File: src/rtl/des_pkg.sv
// Shared DES key-schedule tables, types and bit-permutation helpers.
// DES numbering is 1-based with bit 1 as the MSB of each vector.
package des_pkg;

  typedef logic [27:0] half_key_t;
  typedef logic [47:0] subkey_t;
  typedef enum logic {IDLE = 1'b0, GEN = 1'b1} state_t;

  localparam int unsigned PC1_TABLE [56] = '{
    57, 49, 41, 33, 25, 17,  9,
     1, 58, 50, 42, 34, 26, 18,
    10,  2, 59, 51, 43, 35, 27,
    19, 11,  3, 60, 52, 44, 36,
    63, 55, 47, 39, 31, 23, 15,
     7, 62, 54, 46, 38, 30, 22,
    14,  6, 61, 53, 45, 37, 29,
    21, 13,  5, 28, 20, 12,  4
  };

  localparam int unsigned PC2_TABLE [48] = '{
    14, 17, 11, 24,  1,  5,
     3, 28, 15,  6, 21, 10,
    23, 19, 12,  4, 26,  8,
    16,  7, 27, 20, 13,  2,
    41, 52, 31, 37, 47, 55,
    30, 40, 51, 45, 33, 48,
    44, 49, 39, 56, 34, 53,
    46, 42, 50, 36, 29, 32
  };

  localparam int unsigned SHIFT_SCHED [16] = '{1, 1, 2, 2, 2, 2, 2, 2, 1, 2, 2, 2, 2, 2, 2, 1};

  function automatic logic [55:0] pc1(input logic [63:0] key);
    logic [55:0] cd;
    for (int i = 0; i < 56; i++) cd[55-i] = key[64-PC1_TABLE[i]];
    return cd;
  endfunction

  function automatic subkey_t pc2(input logic [55:0] cd);
    subkey_t sk;
    for (int i = 0; i < 48; i++) sk[47-i] = cd[56-PC2_TABLE[i]];
    return sk;
  endfunction

  function automatic half_key_t rotl28(input half_key_t x, input logic [1:0] n);
    return (n == 2'd2) ? {x[25:0], x[27:26]} : {x[26:0], x[27]};
  endfunction

  function automatic half_key_t rotr28(input half_key_t x, input logic [1:0] n);
    return (n == 2'd2) ? {x[1:0], x[27:2]} : {x[0], x[27:1]};
  endfunction

  function automatic logic [1:0] shift_of(input logic [3:0] idx);
    return 2'(SHIFT_SCHED[idx]);
  endfunction

  // High when any key byte fails odd parity.
  function automatic logic key_parity_bad(input logic [63:0] key);
    logic bad;
    bad = 1'b0;
    for (int b = 0; b < 8; b++) if (!(^key[8*b +: 8])) bad = 1'b1;
    return bad;
  endfunction

endpackage

File: src/rtl/des_pc2.sv
// Pure combinational PC-2 permutation: {C,D} (56 bits) to a 48-bit subkey.
module des_pc2
  import des_pkg::*;
(
  input  logic [55:0] cd_i,
  output subkey_t     subkey_o
);

  assign subkey_o = pc2(cd_i);

endmodule

File: src/rtl/des_subkey_gen.sv
// DES round-subkey generator: one subkey per valid/ready transfer, encrypt or decrypt order.
// Optional key parity checking is built when DES_SUBKEY_PARITY_EN is defined.
module des_subkey_gen
  import des_pkg::*;
#(
  parameter int KEY_WIDTH    = 64,
  parameter int SUBKEY_WIDTH = 48,
  parameter int NUM_ROUNDS   = 16
) (
  input  logic                    clk,
  input  logic                    rst,
  input  logic [KEY_WIDTH-1:0]    key,
  input  logic                    decrypt,
  input  logic                    key_valid,
  output logic                    key_ready,
  output logic [SUBKEY_WIDTH-1:0] subkey,
  output logic [3:0]              subkey_round,
  output logic                    subkey_last,
  output logic                    subkey_valid,
  input  logic                    subkey_ready,
  output logic                    parity_err
);

  // Handshakes: a transfer happens on a rising edge where valid && ready;
  // valid never waits on ready, and held outputs stay stable while ready is low.

  localparam logic [3:0] LAST_ROUND = 4'(NUM_ROUNDS - 1);

  state_t      state_q;
  half_key_t   c_q, d_q, c_d, d_d;
  logic        dir_q;
  logic [3:0]  round_q;
  logic [55:0] pc1_cd;
  logic [1:0]  shamt;
  logic        accept;
  subkey_t     pc2_out;

  assign pc1_cd = pc1(key);
  assign accept = key_valid && key_ready;

  // Decrypt walks the schedule backwards, undoing the shift that produced the current round.
  always_comb begin
    shamt = dir_q ? shift_of(4'd15 - round_q) : shift_of(round_q + 4'd1);
    c_d   = c_q;
    d_d   = d_q;
    if (dir_q) begin
      c_d = rotr28(c_q, shamt);
      d_d = rotr28(d_q, shamt);
    end else begin
      c_d = rotl28(c_q, shamt);
      d_d = rotl28(d_q, shamt);
    end
  end

  always_ff @(posedge clk) begin
    if (rst) begin
      state_q <= IDLE;
      c_q     <= '0;
      d_q     <= '0;
      dir_q   <= 1'b0;
      round_q <= '0;
    end else begin
      case (state_q)
        IDLE: if (accept) begin
          dir_q   <= decrypt;
          round_q <= '0;
          state_q <= GEN;
          // Full schedule rotates by 28, so the unrotated halves already equal C16/D16.
          if (decrypt) begin
            c_q <= pc1_cd[55:28];
            d_q <= pc1_cd[27:0];
          end else begin
            c_q <= rotl28(pc1_cd[55:28], 2'd1);
            d_q <= rotl28(pc1_cd[27:0], 2'd1);
          end
        end
        GEN: if (subkey_ready) begin
          round_q <= round_q + 4'd1;
          c_q     <= c_d;
          d_q     <= d_d;
          if (round_q == LAST_ROUND) state_q <= IDLE;
        end
        default: state_q <= IDLE;
      endcase
    end
  end

  des_pc2 u_pc2 (
    .cd_i     ({c_q, d_q}),
    .subkey_o (pc2_out)
  );

  assign key_ready    = (state_q == IDLE);
  assign subkey_valid = (state_q == GEN);
  assign subkey       = subkey_valid ? pc2_out : '0;
  assign subkey_round = round_q;
  assign subkey_last  = subkey_valid && (round_q == LAST_ROUND);

`ifdef DES_SUBKEY_PARITY_EN
  logic parity_err_q;

  always_ff @(posedge clk) begin
    if (rst)         parity_err_q <= 1'b0;
    else if (accept) parity_err_q <= key_parity_bad(key);
  end

  assign parity_err = parity_err_q;
`else
  assign parity_err = 1'b0;
`endif

endmodule
File: config.mk
export PLATFORM = sky130hd
export DESIGN_NAME = des_subkey_gen
export DESIGN_NICKNAME = d
export VERILOG_FILES = /design/src/rtl/des_pkg.sv /design/src/rtl/des_pc2.sv /design/src/rtl/des_subkey_gen.sv
export SDC_FILE = /design/constraint.sdc
export NUM_CORES = 1
export LEC_CHECK = 0
export CAP_MARGIN = 20
export CELL_PAD_IN_SITES_DETAIL_PLACEMENT = 1
export CELL_PAD_IN_SITES_GLOBAL_PLACEMENT = 2
export CORE_ASPECT_RATIO = 0.6
export CORE_UTILIZATION = 31
export DETAILED_ROUTE_END_ITERATION = 8
export GPL_TIMING_DRIVEN = 0
export PLACE_DENSITY_LB_ADDON = 0.08
export SKIP_CTS_REPAIR_TIMING = 1
export SLEW_MARGIN = 0
export SYNTH_ARGS = -nofsm -noshare
export SYNTH_HDL_FRONTEND = slang
export SYNTH_SLANG_ARGS = --single-unit
File: constraint.sdc
create_clock -name clk -period 2.9 [get_ports clk]
set_input_delay 0.435 -clock clk [delete_from_list [all_inputs] [get_ports clk]]
set_output_delay 0.435 -clock clk [all_outputs]
set_load 0.03 [all_outputs]
Yosys cells after proc, flatten, opt, wreduce, memory -nomap -nowiden
Memories as Yosys holds them, arrays and structs flattened. Cells that the tools add are included.

Word-level logic and storage cells: 49. Register bits: 62. Memories kept: 2. Bits in read-only memories: 1024. Output and inout bits: 56.

Bitwise logic cells: 3. $add $sub $neg: 2. $lt $le $gt $ge: 2. Reduce and logical (&&, ||, !) cells: 4. Equality and inequality tests: 4. Multiplexer cells: 27.

Memories: (name not given) (depth 16, width 32, read ports 1, clocked after memory_dff 0, write ports 0, line des_pkg.sv:54) `return 2'(SHIFT_SCHED[idx]);`; (name not given) (depth 16, width 32, read ports 1, clocked after memory_dff 0, write ports 0, line des_pkg.sv:54).

Operators by type and width (number): two-way mux 28 bit (12); case mux 28 bit (2 select lines) (2); two-way mux 48 bit (1); >= comparator 5 bit, second input constant (2); two-way mux 2 bit (5); NOT 4 -> 5 bit (2); two-way mux 4 bit (2); case mux 4 bit (2 select lines) (1); adder 4 x 1 -> 4 bit, second input constant (1); == test 4 bit, second input constant (1); AND reduction 2 bit (2); subtractor 4 bit, first input constant (1); two-way mux 1 bit (3); == test 2 bit, second input constant (1); logical AND 1 bit (2); != test 2 x 1 -> 1 bit, second input constant (1); != test 2 bit, second input constant (1); case mux 1 bit (2 select lines) (1); NOT 1 bit (1).

Logic depth before layout (Yosys ltp)
Gate-level depths: netlist (run 1).

Depth after elaboration: 11. Mapped depth: 10. Depth with buffers taken out: 7.

By module
A second synthesis (run 1) with hierarchy kept.

Cells, all modules: 747. Area total of the unflattened synthesis: 6262.3 um^2.

Modules (own cells, without submodules): des_subkey_gen (area each 5901.9 um^2, sequential area each 1241.2 um^2, instances 1, cells each 699); des_pc2 (area each 360.3 um^2, sequential area each 0.0 um^2, instances 1, cells each 48).

Worst setup path after synthesis (run 1)
OpenSTA, ideal clock, no wires.

Kind: reg2reg. Start: reg round_q[1], in the netlist subkey_round[1]. End: reg c_q[0]. Data arrival time: 2.147 ns. Setup slack: 0.613 ns. Path buffers: 3. Stages on the path, launching flop included: 10. Period minus slack after synthesis: 2.287 ns. Setup time: 0.140 ns. Path through: dfxtp_1 -> ha_1 -> buf_2 -> nor4b_1 -> or3_1 -> o22ai_2 -> buf_6 -> buf_4 -> a221o_1 -> o22ai_2.

Word-level cells in the longest chain between the ends: 11. Elaborated cells between the ends (all ways): 17. Classes of those cells: add/sub: 2; eq/ne: 1; mux: 10; bitwise: 2; memory: 2.

RTL lines: from (decl) (line des_subkey_gen.sv:32) `logic [3:0] round_q;`; from (signal assigned) (line des_subkey_gen.sv:78) `round_q <= round_q + 4'd1;`; adder 4 x 1 -> 4 bit or subtractor 4 bit (tied branches) (line des_subkey_gen.sv:43) `shamt = dir_q ? shift_of(4'd15 - round_q) : shift_of(round_q + 4'd1);`; NOT 4 -> 5 bit (implied by the code) (line des_pkg.sv:54); memory (16 x 32 bit); two-way mux 2 bit (implied by the code) (2 in a row) (line des_pkg.sv:54); two-way mux 2 bit * (line des_subkey_gen.sv:43); == test 2 bit * (line des_pkg.sv:46, des_pkg.sv:50); two-way mux 28 bit (on tied branches) (line des_pkg.sv:46, des_pkg.sv:50); two-way mux 28 bit * (line des_subkey_gen.sv:46) `if (dir_q) begin`; two-way mux 28 bit * (line des_subkey_gen.sv:77) `GEN: if (subkey_ready) begin`; case mux 28 bit (2 select lines) * (line des_subkey_gen.sv:63) `case (state_q)`; to (signal assigned) (line des_subkey_gen.sv:70) `c_q <= pc1_cd[55:28];`; to (signal assigned) (line des_subkey_gen.sv:73) `c_q <= rotl28(pc1_cd[55:28], 2'd1);`; to (decl) (line des_subkey_gen.sv:30) `half_key_t c_q, d_q, c_d, d_d;`.

Every way passes the cells marked *; elsewhere a longest branch is shown, timed or not. The select of a mux whose other input is x is not followed. A chain may end at the register's enable or synchronous reset.

Worst setup path after layout (run 1)
Start: reg state_q, in the netlist subkey_valid. End: out subkey[32].

Word-level cells in the longest chain between the ends: 1.

RTL lines: from (decl) (line des_subkey_gen.sv:29) `state_t state_q;`; from (signal assigned) (line des_subkey_gen.sv:57) `state_q <= IDLE;`; from (signal assigned) (line des_subkey_gen.sv:67) `state_q <= GEN;`; from (signal assigned) (line des_subkey_gen.sv:81) `if (round_q == LAST_ROUND) state_q <= IDLE;`; two-way mux 48 bit (line des_subkey_gen.sv:95) `assign subkey = subkey_valid ? pc2_out : '0;`; to (decl) (line des_subkey_gen.sv:16) `output logic [SUBKEY_WIDTH-1:0] subkey,`.

No other way between the ends.

==> results by group, run 1 <==
Synthesis
  • Post-synth ARST share: 0%
  • Yosys cell types: 37
  • YS warnings: 0
  • Prevailing post-synth register cell: dfxtp_1
  • Avg Cell Area, Syn: ~8.4 sq um
  • Post-synth net total: about 770
  • Post-Syn Area: 0.00588 sq mm
  • Post-synth EDFFs: 0
  • Mapped Cells: around 700
  • #FFs+latches synth: 62
  • Sequential-to-total area share from yosys stat: 21.1%

Setup path
  • Kind of critical path: reg2out
  • Critical Path RT: 2.47 ns
  • R2r startpoint: subkey_round[1]
  • Setup crit start: subkey_valid
  • Crit-path cells: buf_2 -> clkbuf_1 -> and2_1 -> clkdlybuf4s50_1
  • R2R Setup Slk: 0.34 ns
  • Critical path's slowest cell: clkdlybuf4s50_1
  • Crit path max fanout: 10
  • Startpoint Class: flop
  • R2R Path End: c_q[6]
  • CP endpoint: subkey[32]
  • CP endpoint kind: primary output
  • CP top delay family: buffers and inverters
  • Slowest Stage Delay on Critical Path: 0.68 ns
  • Worst EP arrival: between 2 and 2.5 ns
  • FF-to-FF path depth: 9
  • Buf/Inv on CP: 3
  • CP Depth: 4

Routing
  • Via count: 6357
  • Vias per cell: 5.95
  • DRT antenna net count: 0
  • DRC viols: 5
  • DRT Pass-1 Iters: 7
  • Avg WL per Cell: 23.1 um
  • Final wirelength: ~25000 um
  • Starting DRC count in detailed routing: ~470

Timing
  • Period Utilization, post-route: 96.2%
  • Max-slew violations: 0
  • Final Hold Viols: 0
  • Fin Setup TNS: 0 ns
  • Clk_skew: 0.00523 ns
  • Relative slew slack: ~44%
  • Final Critical Period: 2.79 ns
  • Tightest Pin Transition: 0.833 ns
  • RSZ-0062 raised after global routing: no
  • FMAX: 358 MHz
  • Setup violations, final: 0
  • WHS: 0.625 ns

Placed design
  • Port Buffers: 113
  • RD Place Congestion: 0.873
  • DP HPWL: 18100 um

Floorplan
  • CORE AREA: 0.0183 sq mm
  • Rows: 38
  • Die area: 0.0195 sq mm
  • IO Pins: 125
  • Initial core utilization: 32.1%
  • Die Span Y: 109 um
  • Die Wd: 180 um

CTS
  • TritonCTS clock tree: yes
  • H-tree depth: 3
  • Clock buffer depth: 2
  • CTS buffer count: 9
  • Clock tree sinks: a little over 60
  • Worst-Skew Late Latency: 0.35 ns
  • CTS clk-pin slew, worst paths: 0.06 ns
  • Root Buffer: clkbuf_16

Cells and area
  • FF/Latch Area: around 0.0012 sq mm
  • Fillcell total: ~2100
  • Layout cells sized above 1: 17.3%
  • Final net count: 898
  • Footprint of the multi-input gates: 0.00419 sq mm
  • Layout area overhead: 29.6%
  • Diodes inserted: 0

GRT
  • Via count of the first global-routing pass: 6443
  • GRT Residual Overflow: 0
  • Largest net degree at the start of global routing: 12
  • Initial antenna violation count: 2
  • Global-route wire length before repair: 38200 um
  • GRT Util Overall: 25.3%

Pwr
  • Pwr dens: roughly 420 mW/mm^2
  • P_leak: roughly 0.0025 uW
  • Maximum VDD drop: roughly 0.00024 V

Flow run
  • Max Cap Viol: 0

Min path
  • Min-Delay Path Class: reg2reg

Status
  • Failing checks: DRC
  • Status: finished, violations left
## placed cells by master (no fill, tap or decap), types with 4 or more instances in the layout
cell type | netlist | layout
clkdlybuf4s50_1 | 0 | 113
nor2_1 | 67 | 67
dfxtp_1 | 62 | 62
nor3_1 | 58 | 58
o21ai_0 | 57 | 57
a22oi_1 | 57 | 57
clkbuf_1 | 59 | 56
mux2_2 | 56 | 56
mux2i_1 | 56 | 56
a221o_1 | 55 | 55
and2_1 | 50 | 50
o22ai_2 | 41 | 41
o22ai_1 | 15 | 15
buf_6 | 11 | 11
clkbuf_16 | 0 | 9
buf_2 | 8 | 8
nand2_1 | 6 | 6
ha_1 | 6 | 6
buf_4 | 5 | 5
clkbuf_2 | 0 | 4
a21oi_1 | 4 | 4
## cell usage after synthesis (2+ instances only)
cell type,number,share of area (%)
a21oi_1,4,0.34
a221o_1,55,9.4
a22oi_1,57,7.3
and2_1,50,5.3
buf_2,8,0.68
buf_4,5,0.64
buf_6,11,2.1
clkbuf_1,59,3.8
dfxtp_1,62,21
ha_1,6,1.3
inv_1,3,0.19
mux2_2,56,11
mux2i_1,56,9.5
nand2_1,6,0.38
nand3_1,2,0.17
nor2_1,67,4.3
nor2b_1,2,0.21
nor3_1,58,4.9
nor4b_1,2,0.30
o21ai_0,57,4.9
o22ai_1,15,1.6
o22ai_2,41,8.7
o32a_1,2,0.34
or3_1,2,0.21
## state kept, by name, summed over array words and instances, names as in the netlist
signal / flops
c_q: 28
d_q: 28
dir_q: 1
subkey_round: 4
subkey_valid: 1
## worst reg2reg max path: cells and delay by family, from the launching register on
family / cells / cell delay, ns
compound gates: 3 / 0.62
fa+ha+maj: 1 / 0.21
buf+inv: 3 / 0.59
flops: 1 / 0.53
simple gates: 2 / 0.47
## routing by layer
layer | global-route usage (%) | share of wire (%) | routed length, um | vias to the layer above
met2 | 38.4 | 42 | 10400 | 215
met5 | 0 | 0 | 0 | -
met1 | 36.7 | 51 | 12600 | 3184
li1 | - | - | - | 2933
met4 | 6.53 | 1.1 | 265 | 0
met3 | 4.61 | 5.6 | 1390 | 25
## worst min path at each step
stage,startpoint,to,slack (ns),cells after the start
2_1_floorplan,c_q[10],c_q[12],0.54,2
3_3_place_gp,d_q[21],d_q[23],0.59,2
3_5_place_dp,c_q[10],c_q[12],0.62,2
4_1_cts,c_q[10],c_q[12],0.63,2
5_1_grt,c_q[9],c_q[11],0.67,2
6_report,c_q[10],c_q[12],0.63,2
## final cells by class
cell class	instances	share of cell area (%)
Timing Repair Buffer	113	14.9
Inverter	4	0.197
Clock buffer	12	3.37
Tap cell	240	3.94
Multi-Input combinational cell	549	55.1
Buffer	84	5.67
Clock inverter	4	0.592
Sequential cell	62	16.3
## through the flow
| step | utilization, % | power (uW) | cell area, sq um | worst slack (ns) | std cells |
|---|---|---|---|---|---|
| 6_report | 41.6 | 3170 | 7610 | 0.109 | 1068 |
| 5_1_grt | 41.6 | 3290 | 7610 | 0.0182 | 1068 |
| 4_1_cts | 41.6 | 3180 | 7610 | -0.0933 | 1068 |
| 3_5_place_dp | 39.9 | 2020 | 7310 | 0.000204 | 1052 |
| 3_3_place_gp | 39.9 | 2000 | 7310 | 0.00748 | 1052 |
| 2_1_floorplan | - | 1630 | 5880 | 0.613 | 699 |
## report_power, final
group	total, uW	switching, uW	internal [uW]
Sequential	1080	150	927
Combinational	944	533	411
Clock	1150	438	709
Total	3170	1120	2050
## cells by family after synthesis
group	after synthesis	synth area share, %
other	1	0.0638
AOI/OAI and AO/OA	236	33.3
muxes	112	20.3
DFF	62	21.1
xor gates and xnor gates	1	0.149
and+or+nand+nor	193	16.4
adders and majority gates	6	1.28
buffers and inverters	88	7.52
(Power assumes the default switching activity.)
==> inputs of run 2 (changes only) <==
- SLEW_MARGIN: 0 -> 10
==> results of run 2 <==
The final DEF is identical to that of run 1; final timing and power are the same.
==> inputs of run 3 (changes only) <==
- CAP_MARGIN: 20 -> unset
==> results of run 3 <==
The final DEF is identical to that of run 1; final timing and power are the same.
